### src/rtl/sdram_read_fifo.sv
// ============================================================================
// Module   : sdram_read_fifo
// Brief    : First-word-fall-through 32-bit FIFO between the SDRAM read engine
//            and the wishbone read path, with an early (slack) full throttle.
// Revision : 1.0 - initial release
// ============================================================================
`default_nettype none

module sdram_read_fifo #(
  parameter int DEPTH_BITS = 4,
  parameter int FULL_SLACK = 2
) (
  input  logic                  clk,
  input  logic                  rst,
  input  logic                  clear,
  input  logic [31:0]           fifo_data,
  input  logic                  fifo_wr,
  output logic                  fifo_full,
  output logic [31:0]           rd_data,
  input  logic                  rd_en,
  output logic                  empty,
  output logic [DEPTH_BITS:0]   count,
  output logic                  overflow,
  output logic                  underflow
);

  localparam int c_DEPTH = 1 << DEPTH_BITS;
  localparam logic [DEPTH_BITS:0] c_DEPTH_CNT   = (DEPTH_BITS+1)'(c_DEPTH);
  localparam logic [DEPTH_BITS:0] c_FULL_THRESH = (DEPTH_BITS+1)'(c_DEPTH - FULL_SLACK);

  logic [31:0]           r_mem [0:c_DEPTH-1];
  logic [DEPTH_BITS-1:0] r_wr_ptr;
  logic [DEPTH_BITS-1:0] r_rd_ptr;
  logic [DEPTH_BITS:0]   r_count;
  logic                  r_overflow;
  logic                  r_underflow;

  logic                  w_rd_ok;
  logic                  w_wr_ok;

  // A pop in the same cycle frees a slot, so a write at DEPTH is still taken.
  assign w_rd_ok = rd_en & (r_count != '0);
  assign w_wr_ok = fifo_wr & ((r_count < c_DEPTH_CNT) | w_rd_ok);

  // Storage is deliberately left out of reset.
  always_ff @(posedge clk) begin
    if (w_wr_ok && !clear) begin
      r_mem[r_wr_ptr] <= fifo_data;
    end
  end

  always_ff @(posedge clk or posedge rst) begin
    if (rst) begin
      r_wr_ptr    <= '0;
      r_rd_ptr    <= '0;
      r_count     <= '0;
      r_overflow  <= 1'b0;
      r_underflow <= 1'b0;
    end else if (clear) begin
      r_wr_ptr    <= '0;
      r_rd_ptr    <= '0;
      r_count     <= '0;
      r_overflow  <= 1'b0;
      r_underflow <= 1'b0;
    end else begin
      if (w_wr_ok) begin
        r_wr_ptr <= r_wr_ptr + DEPTH_BITS'(1);
      end
      if (w_rd_ok) begin
        r_rd_ptr <= r_rd_ptr + DEPTH_BITS'(1);
      end
      case ({w_wr_ok, w_rd_ok})
        2'b10:   r_count <= r_count + (DEPTH_BITS+1)'(1);
        2'b01:   r_count <= r_count - (DEPTH_BITS+1)'(1);
        default: r_count <= r_count;
      endcase
      if (fifo_wr && !w_wr_ok) begin
        r_overflow <= 1'b1;
      end
      if (rd_en && !w_rd_ok) begin
        r_underflow <= 1'b1;
      end
    end
  end

  assign rd_data   = r_mem[r_rd_ptr];
  assign count     = r_count;
  assign empty     = (r_count == '0);
  assign fifo_full = (r_count >= c_FULL_THRESH);
  assign overflow  = r_overflow;
  assign underflow = r_underflow;

endmodule

`default_nettype wire

### config.mk
export PLATFORM = sky130hd
export DESIGN_NAME = sdram_read_fifo
export DESIGN_NICKNAME = d
export VERILOG_FILES = /design/src/rtl/sdram_read_fifo.sv
export SDC_FILE = /design/constraint.sdc
export NUM_CORES = 1
export LEC_CHECK = 0
export CORE_AREA = 3 3 226 228
export CTS_CLUSTER_SIZE = 25
export DETAILED_ROUTE_END_ITERATION = 7
export DIE_AREA = 0 0 229 231
export PLACE_DENSITY = 0.62
export SYNTH_ARGS = -nofsm -noshare
export SYNTH_HDL_FRONTEND = slang
export SYNTH_SLANG_ARGS = --single-unit
export TNS_END_PERCENT = 5
### constraint.sdc
create_clock -name clk -period 4.2 [get_ports clk]
set_clock_uncertainty 0.1 [all_clocks]
set_input_delay 0.84 -clock clk [delete_from_list [all_inputs] [get_ports clk]]
set_output_delay 0.84 -clock clk [all_outputs]
set_load 0.02 [all_outputs]
Word level (Yosys, flattened, before mapping)
Memories as Yosys holds them, arrays and structs flattened. Cells that the tools add are included.

Register bits after elaboration: 15. Bits in writable memories: 512. Bits of input ports: 37. Word-level logic and storage cells: 42. Memories: 1.

Add/subtract/negate cells: 4. Order comparisons: 2. Equality and inequality tests: 2. Muxes and demuxes: 12. Bitwise operators: 3. Reduce and logical (&&, ||, !) cells: 13.

Memories: r_mem (words 16, width 32, rd ports 1, clocked after Yosys merged registers in 0, write ports 1, RTL line 31) `logic [31:0] r_mem [0:c_DEPTH-1];`.

Operators by type and width (count): 4-bit 2-to-1 mux (4); 5-bit case mux with 2 select lines (1); 4-bit by 1-bit adder with 4-bit output (second input constant) (2); 2-bit nonzero test (4); 1-bit 2-to-1 mux (6); 5-bit by 1-bit adder with 5-bit output (second input constant) (1); 5-bit by 4-bit greater-or-equal comparator with 1-bit output (second input constant) (1); 5-bit logical NOT (1); 5-bit < comparator (second input constant) (1); 5-bit 2-to-1 mux (1); 5-bit nonzero test (1); 5-bit by 1-bit subtractor with 5-bit output (second input constant) (1); 1-bit logical AND (3); 1-bit logical NOT (3); 3-bit nonzero test (1); 1-bit AND (2); 2-bit by 1-bit == test with 1-bit output (second input constant) (1); 2-bit == test (second input constant) (1); 1-bit OR (1).

Logic depth before layout (Yosys ltp)
Depth after elaboration: 8. Gate-level depth with buffers: 9.

Least setup slack after synthesis
OpenSTA, ideal clock, no wires.

Path type: input to register. Start: in rd_en. End: mem r_mem[12][0] (enable). Arrival: 2.802 ns. Required time: 3.679 ns. Slack: 0.876 ns. Stages: 5. Cell sequence: nand2b_1 > and2_0 > clkbuf_1 > nand2_1 > nor2_1.

Longest elaborated chain between the ends: 6.

Ends and longest elaborated chain: start, declared (RTL line 20) `input logic rd_en,`; 1-bit AND (RTL line 42) `assign w_rd_ok = rd_en & (r_count != '0);`; 1-bit OR (RTL line 43) `assign w_wr_ok = fifo_wr & ((r_count < c_DEPTH_CNT) | w_rd_ok);`; 1-bit AND (RTL line 43); 1-bit logical AND (RTL line 47) `if (w_wr_ok && !clear) begin`; 1-bit 2-to-1 mux (RTL line 47); 1-bit 2-to-1 mux (not written as such) (RTL line 48) `r_mem[r_wr_ptr] <= fifo_data;`; end, declared (RTL line 31).

Every way passes these cells.

Worst setup path in the final report
Start: reg r_rd_ptr[0]. End: out rd_data[15].

Longest elaborated chain between the ends: 1.

Ends and longest elaborated chain: start, declared (RTL line 33) `logic [DEPTH_BITS-1:0] r_rd_ptr;`; start signal, assigned (RTL line 70) `r_rd_ptr <= r_rd_ptr + DEPTH_BITS'(1);`; memory 16 x 32 bit; end, declared (RTL line 19) `output logic [31:0] rd_data,`.

Every way passes these cells.

==> out/metrics.csv <==
stage,metric,value,unit
worst_hold_path,min_from,overflow,
timing,slew_viol_final,0,
pwr,p_leak,7.39,nW
timing,finalSetupTns,0,ns
route,routed_wl,42.1,mm
synth,syn_area,0.0201,mm^2
critical_path,crit_type,register to output pin,
flow_run,maxCapViolCount,0,
route,ant_nets,0,
pwr,ir_drop,0.345,mV
run_status,outcome,finished clean,
global_routing,gr-usage-all-layers,16.2,%
critical_path,critPathMaxFanout,47,
finish,final_util,48.3,%
critical_path,r2r_slack,1.69,ns
synth,ys_seq_area_share,78.2,%
clocking,cts_buffers,53,
placement,gp_congestion,0.722,
synth,avgSynthCellArea,22.2,um^2
finish,area_delta_synth_final,17.6,%
synth,synthCells,908,
route,wl_per_cell,24.3,um
critical_path,cp_num_buf_inv,2,
finish,multi_input_area,0.00428,mm^2
finish,fillCellCount,4043,
finish,drive_gt1_share,24.7,%
route,vias,9433,
critical_path,cp.arrival,3.00,ns
synth,synth_nets,954,
global_routing,antenna_found_initial,1,
critical_path,worst-path-stages,5,
synth,synth_xor_area_share,0.348,%
finish,fin_nets,1076,
route,dr.pass1.iters,5,
timing,slew_headroom,54.3,%
floorplan,num_rows,81,
timing,hold_viol,0,
floorplan,die_width,229,um
critical_path,r2r_end,count[4],
route,via_per_inst,5.45,
floorplan,die_area,0.0529,mm^2
placement,port_buffers,77,
floorplan,initial_utilization,41.0,%
clocking,clk_latency,0.59,ns
synth,synth_adder_area_share,0.597,%
synth,ys_ff_latch,527,
worst_hold_path,holdPathEnd,overflow,
timing,tightestPinTransition,0.684,ns
synth,ys.warnings.count,0,
synth,synthSimpleGateAreaFrac,1.99,%
clocking,cts_tree,yes,
critical_path,cp.required,3.26,ns
placement,dp_hpwl,23.6,mm
clocking,cts_resized,0,
global_routing,grt_pass1_vias,10100,
clocking,postCtsSetupBuffers,0,
critical_path,slowest_delay,0.56,ns
timing,setup_violations,0,
global_routing,gr-total-overflow,0,
critical_path,worst_setup_path_end_kind,output pin,
route,dr.first_iter.drc_count,764,
synth,synth_compound_area_share,3.10,%
critical_path,rr_worst_depth,8,
timing,period_share,93.8,%
critical_path,slowest_stage,clkdlybuf4s50_1,
clocking,root_buffer,clkbuf_16,
timing,grt_setup_unrepaired,false,
synth,synth_cell_types,37,
synth,synthMuxAreaShare,14.5,%
floorplan,core-area,0.0491,mm^2
global_routing,grt_pass1_wl,64.5,mm
worst_hold_path,hp-class,register to register,
pwr,power_density,534,mW/mm^2
floorplan,io_pins,78,
floorplan,die-height,231,um
worst_hold_path,hold-path-cell-count,2,
clocking,hold_buffers,0,
global_routing,grt_max_degree,69,
critical_path,critical_path.startpoint_type,register,
clocking,h-tree-depth,2,
critical_path,crit_path_cell_trace,buf_12 -> mux4_2 -> a22oi_1 -> nand2_1 -> clkdlybuf4s50_1,
timing,fmax,254,MHz
synth,synth_top_family_by_area,multiplexers,
timing,fin_crit,3.94,ns
critical_path,critPathTopFamily,buffers and inverters,
finish,seqCellArea,0.0158,mm^2
clocking,ctsLongestPathBuffers,3,
clocking,clkTransAtPathRegs,0.06,ns
route,drc,0,
clocking,cts.sinks,527,
critical_path,timing.rr.start,count[4],
finish,layout_commonest_cell,edfxtp_1,
finish,mostFrequentLayoutCells,"edfxtp_1, mux4_2, clkdlybuf4s50_1, a22oi_1, clkbuf_16",
-- cell type report --
cell class / instances / area share (%)
antenna: 1 / 0.0106
tap: 664 / 3.51
multi-input combinational: 324 / 18.1
clock inverter: 29 / 0.920
sequential: 527 / 66.6
timing repair buffer: 116 / 5.02
clock buffer: 62 / 5.75
inverter: 8 / 0.127
-- metrics by stage --
| step | power [mW] | setup slack (ns) | area (um^2) | hold slack [ns] | std cells |
|---|---|---|---|---|---|
| after floorplan | 7.62 | 0.876 | 20100 | 0.451 | 908 |
| after global placement | 8.42 | 0.734 | 22100 | 0.392 | 1639 |
| after detailed placement | 8.44 | 0.681 | 22100 | 0.405 | 1639 |
| after CTS | 12.8 | 0.175 | 23700 | 0.422 | 1730 |
| after global routing | 13.2 | 0.0753 | 23700 | 0.441 | 1730 |
| final | 12.6 | 0.259 | 23700 | 0.409 | 1731 |
-- power by group --
part	internal [mW]	switching (mW)	leakage (nW)	total, mW
combinational	1.18	1.18	1.81	2.36
sequential	5.85	0.0658	4.81	5.92
clock	2.48	1.88	0.777	4.36
-- kinds of logic (layout without fill, tap and decap cells) --
group | count (synthesis) | after routing
AO/OA/AOI/OAI | 83 | 83
XOR/XNOR | 8 | 8
adder cells (fa/ha/maj) | 9 | 9
buffers and inverters | 57 | 215
flip-flops | 527 | 527
multiplexers | 132 | 132
other | 0 | 1
AND/OR/NAND/NOR | 92 | 92
-- worst min-delay path: cells and delay by family (launching register included) --
kind | cells | cell delay (ns)
DFF | 1 | 0.36
AOI/OAI and AO/OA | 1 | 0.05
and+or+nand+nor | 1 | 0.07
-- metal layers --
metal  vias up  global-route usage, %  share of wire, %
met5         -                      0                 0
met4         0                   4.63               2.1
met3        59                   2.85               4.7
met2       224                   27.1                50
met1      5090                   22.0                43
li1       4060                      -                 -
-- cell usage after synthesis --
| master | number | area share (%) |
|---|---|---|
| a211oi_1 | 2 | 0.075 |
| inv_1 | 8 | 0.15 |
| a21o_1 | 3 | 0.11 |
| a211oi_2 | 2 | 0.12 |
| mux4_2 | 128 | 14 |
| or3_1 | 1 | 0.031 |
| buf_2 | 16 | 0.40 |
| and2_1 | 1 | 0.031 |
| nand2b_1 | 2 | 0.062 |
| fa_1 | 1 | 0.099 |
| a2111oi_0 | 1 | 0.044 |
| or3b_2 | 1 | 0.044 |
| dfrtp_1 | 15 | 1.9 |
| xor2_1 | 6 | 0.26 |
| and3_1 | 1 | 0.031 |
| xnor2_1 | 2 | 0.087 |
| a21oi_4 | 1 | 0.081 |
| or4_1 | 1 | 0.037 |
| nor2b_1 | 2 | 0.062 |
| a22oi_1 | 64 | 2.4 |
| nor2_1 | 34 | 0.63 |
| ha_1 | 8 | 0.50 |
| nand3b_1 | 1 | 0.037 |
| mux2i_1 | 1 | 0.050 |
| o21ai_0 | 1 | 0.025 |
| clkbuf_1 | 32 | 0.60 |
| or4_4 | 1 | 0.056 |
| nand3_1 | 5 | 0.12 |
| edfxtp_1 | 512 | 76 |
| a31oi_1 | 2 | 0.062 |
| and2_0 | 1 | 0.031 |
| a21oi_1 | 6 | 0.15 |
| nand2_1 | 40 | 0.75 |
| buf_4 | 1 | 0.037 |
| o211ai_1 | 1 | 0.037 |
| mux2_1 | 3 | 0.17 |
| nor4_2 | 1 | 0.062 |
-- sequential cells by signal (all words and copies together), names as in the netlist --
name,flops
count,5
underflow,1
r_wr_ptr,4
r_mem,512
overflow,1
r_rd_ptr,4
-- how the worst max path moves through the flow --
stage / startpoint / end / slack (ns)
6_report: r_rd_ptr[0] / rd_data[15] / 0.26
5_1_grt: r_rd_ptr[0] / rd_data[15] / 0.08
4_1_cts: r_rd_ptr[0] / rd_data[15] / 0.18
3_5_place_dp: rd_en / r_mem[12][22] / 0.68
3_3_place_gp: rd_en / r_mem[12][20] / 0.73
2_1_floorplan: rd_en / r_mem[12][0] / 0.88
Note: power is estimated with default switching activity, not from simulation.
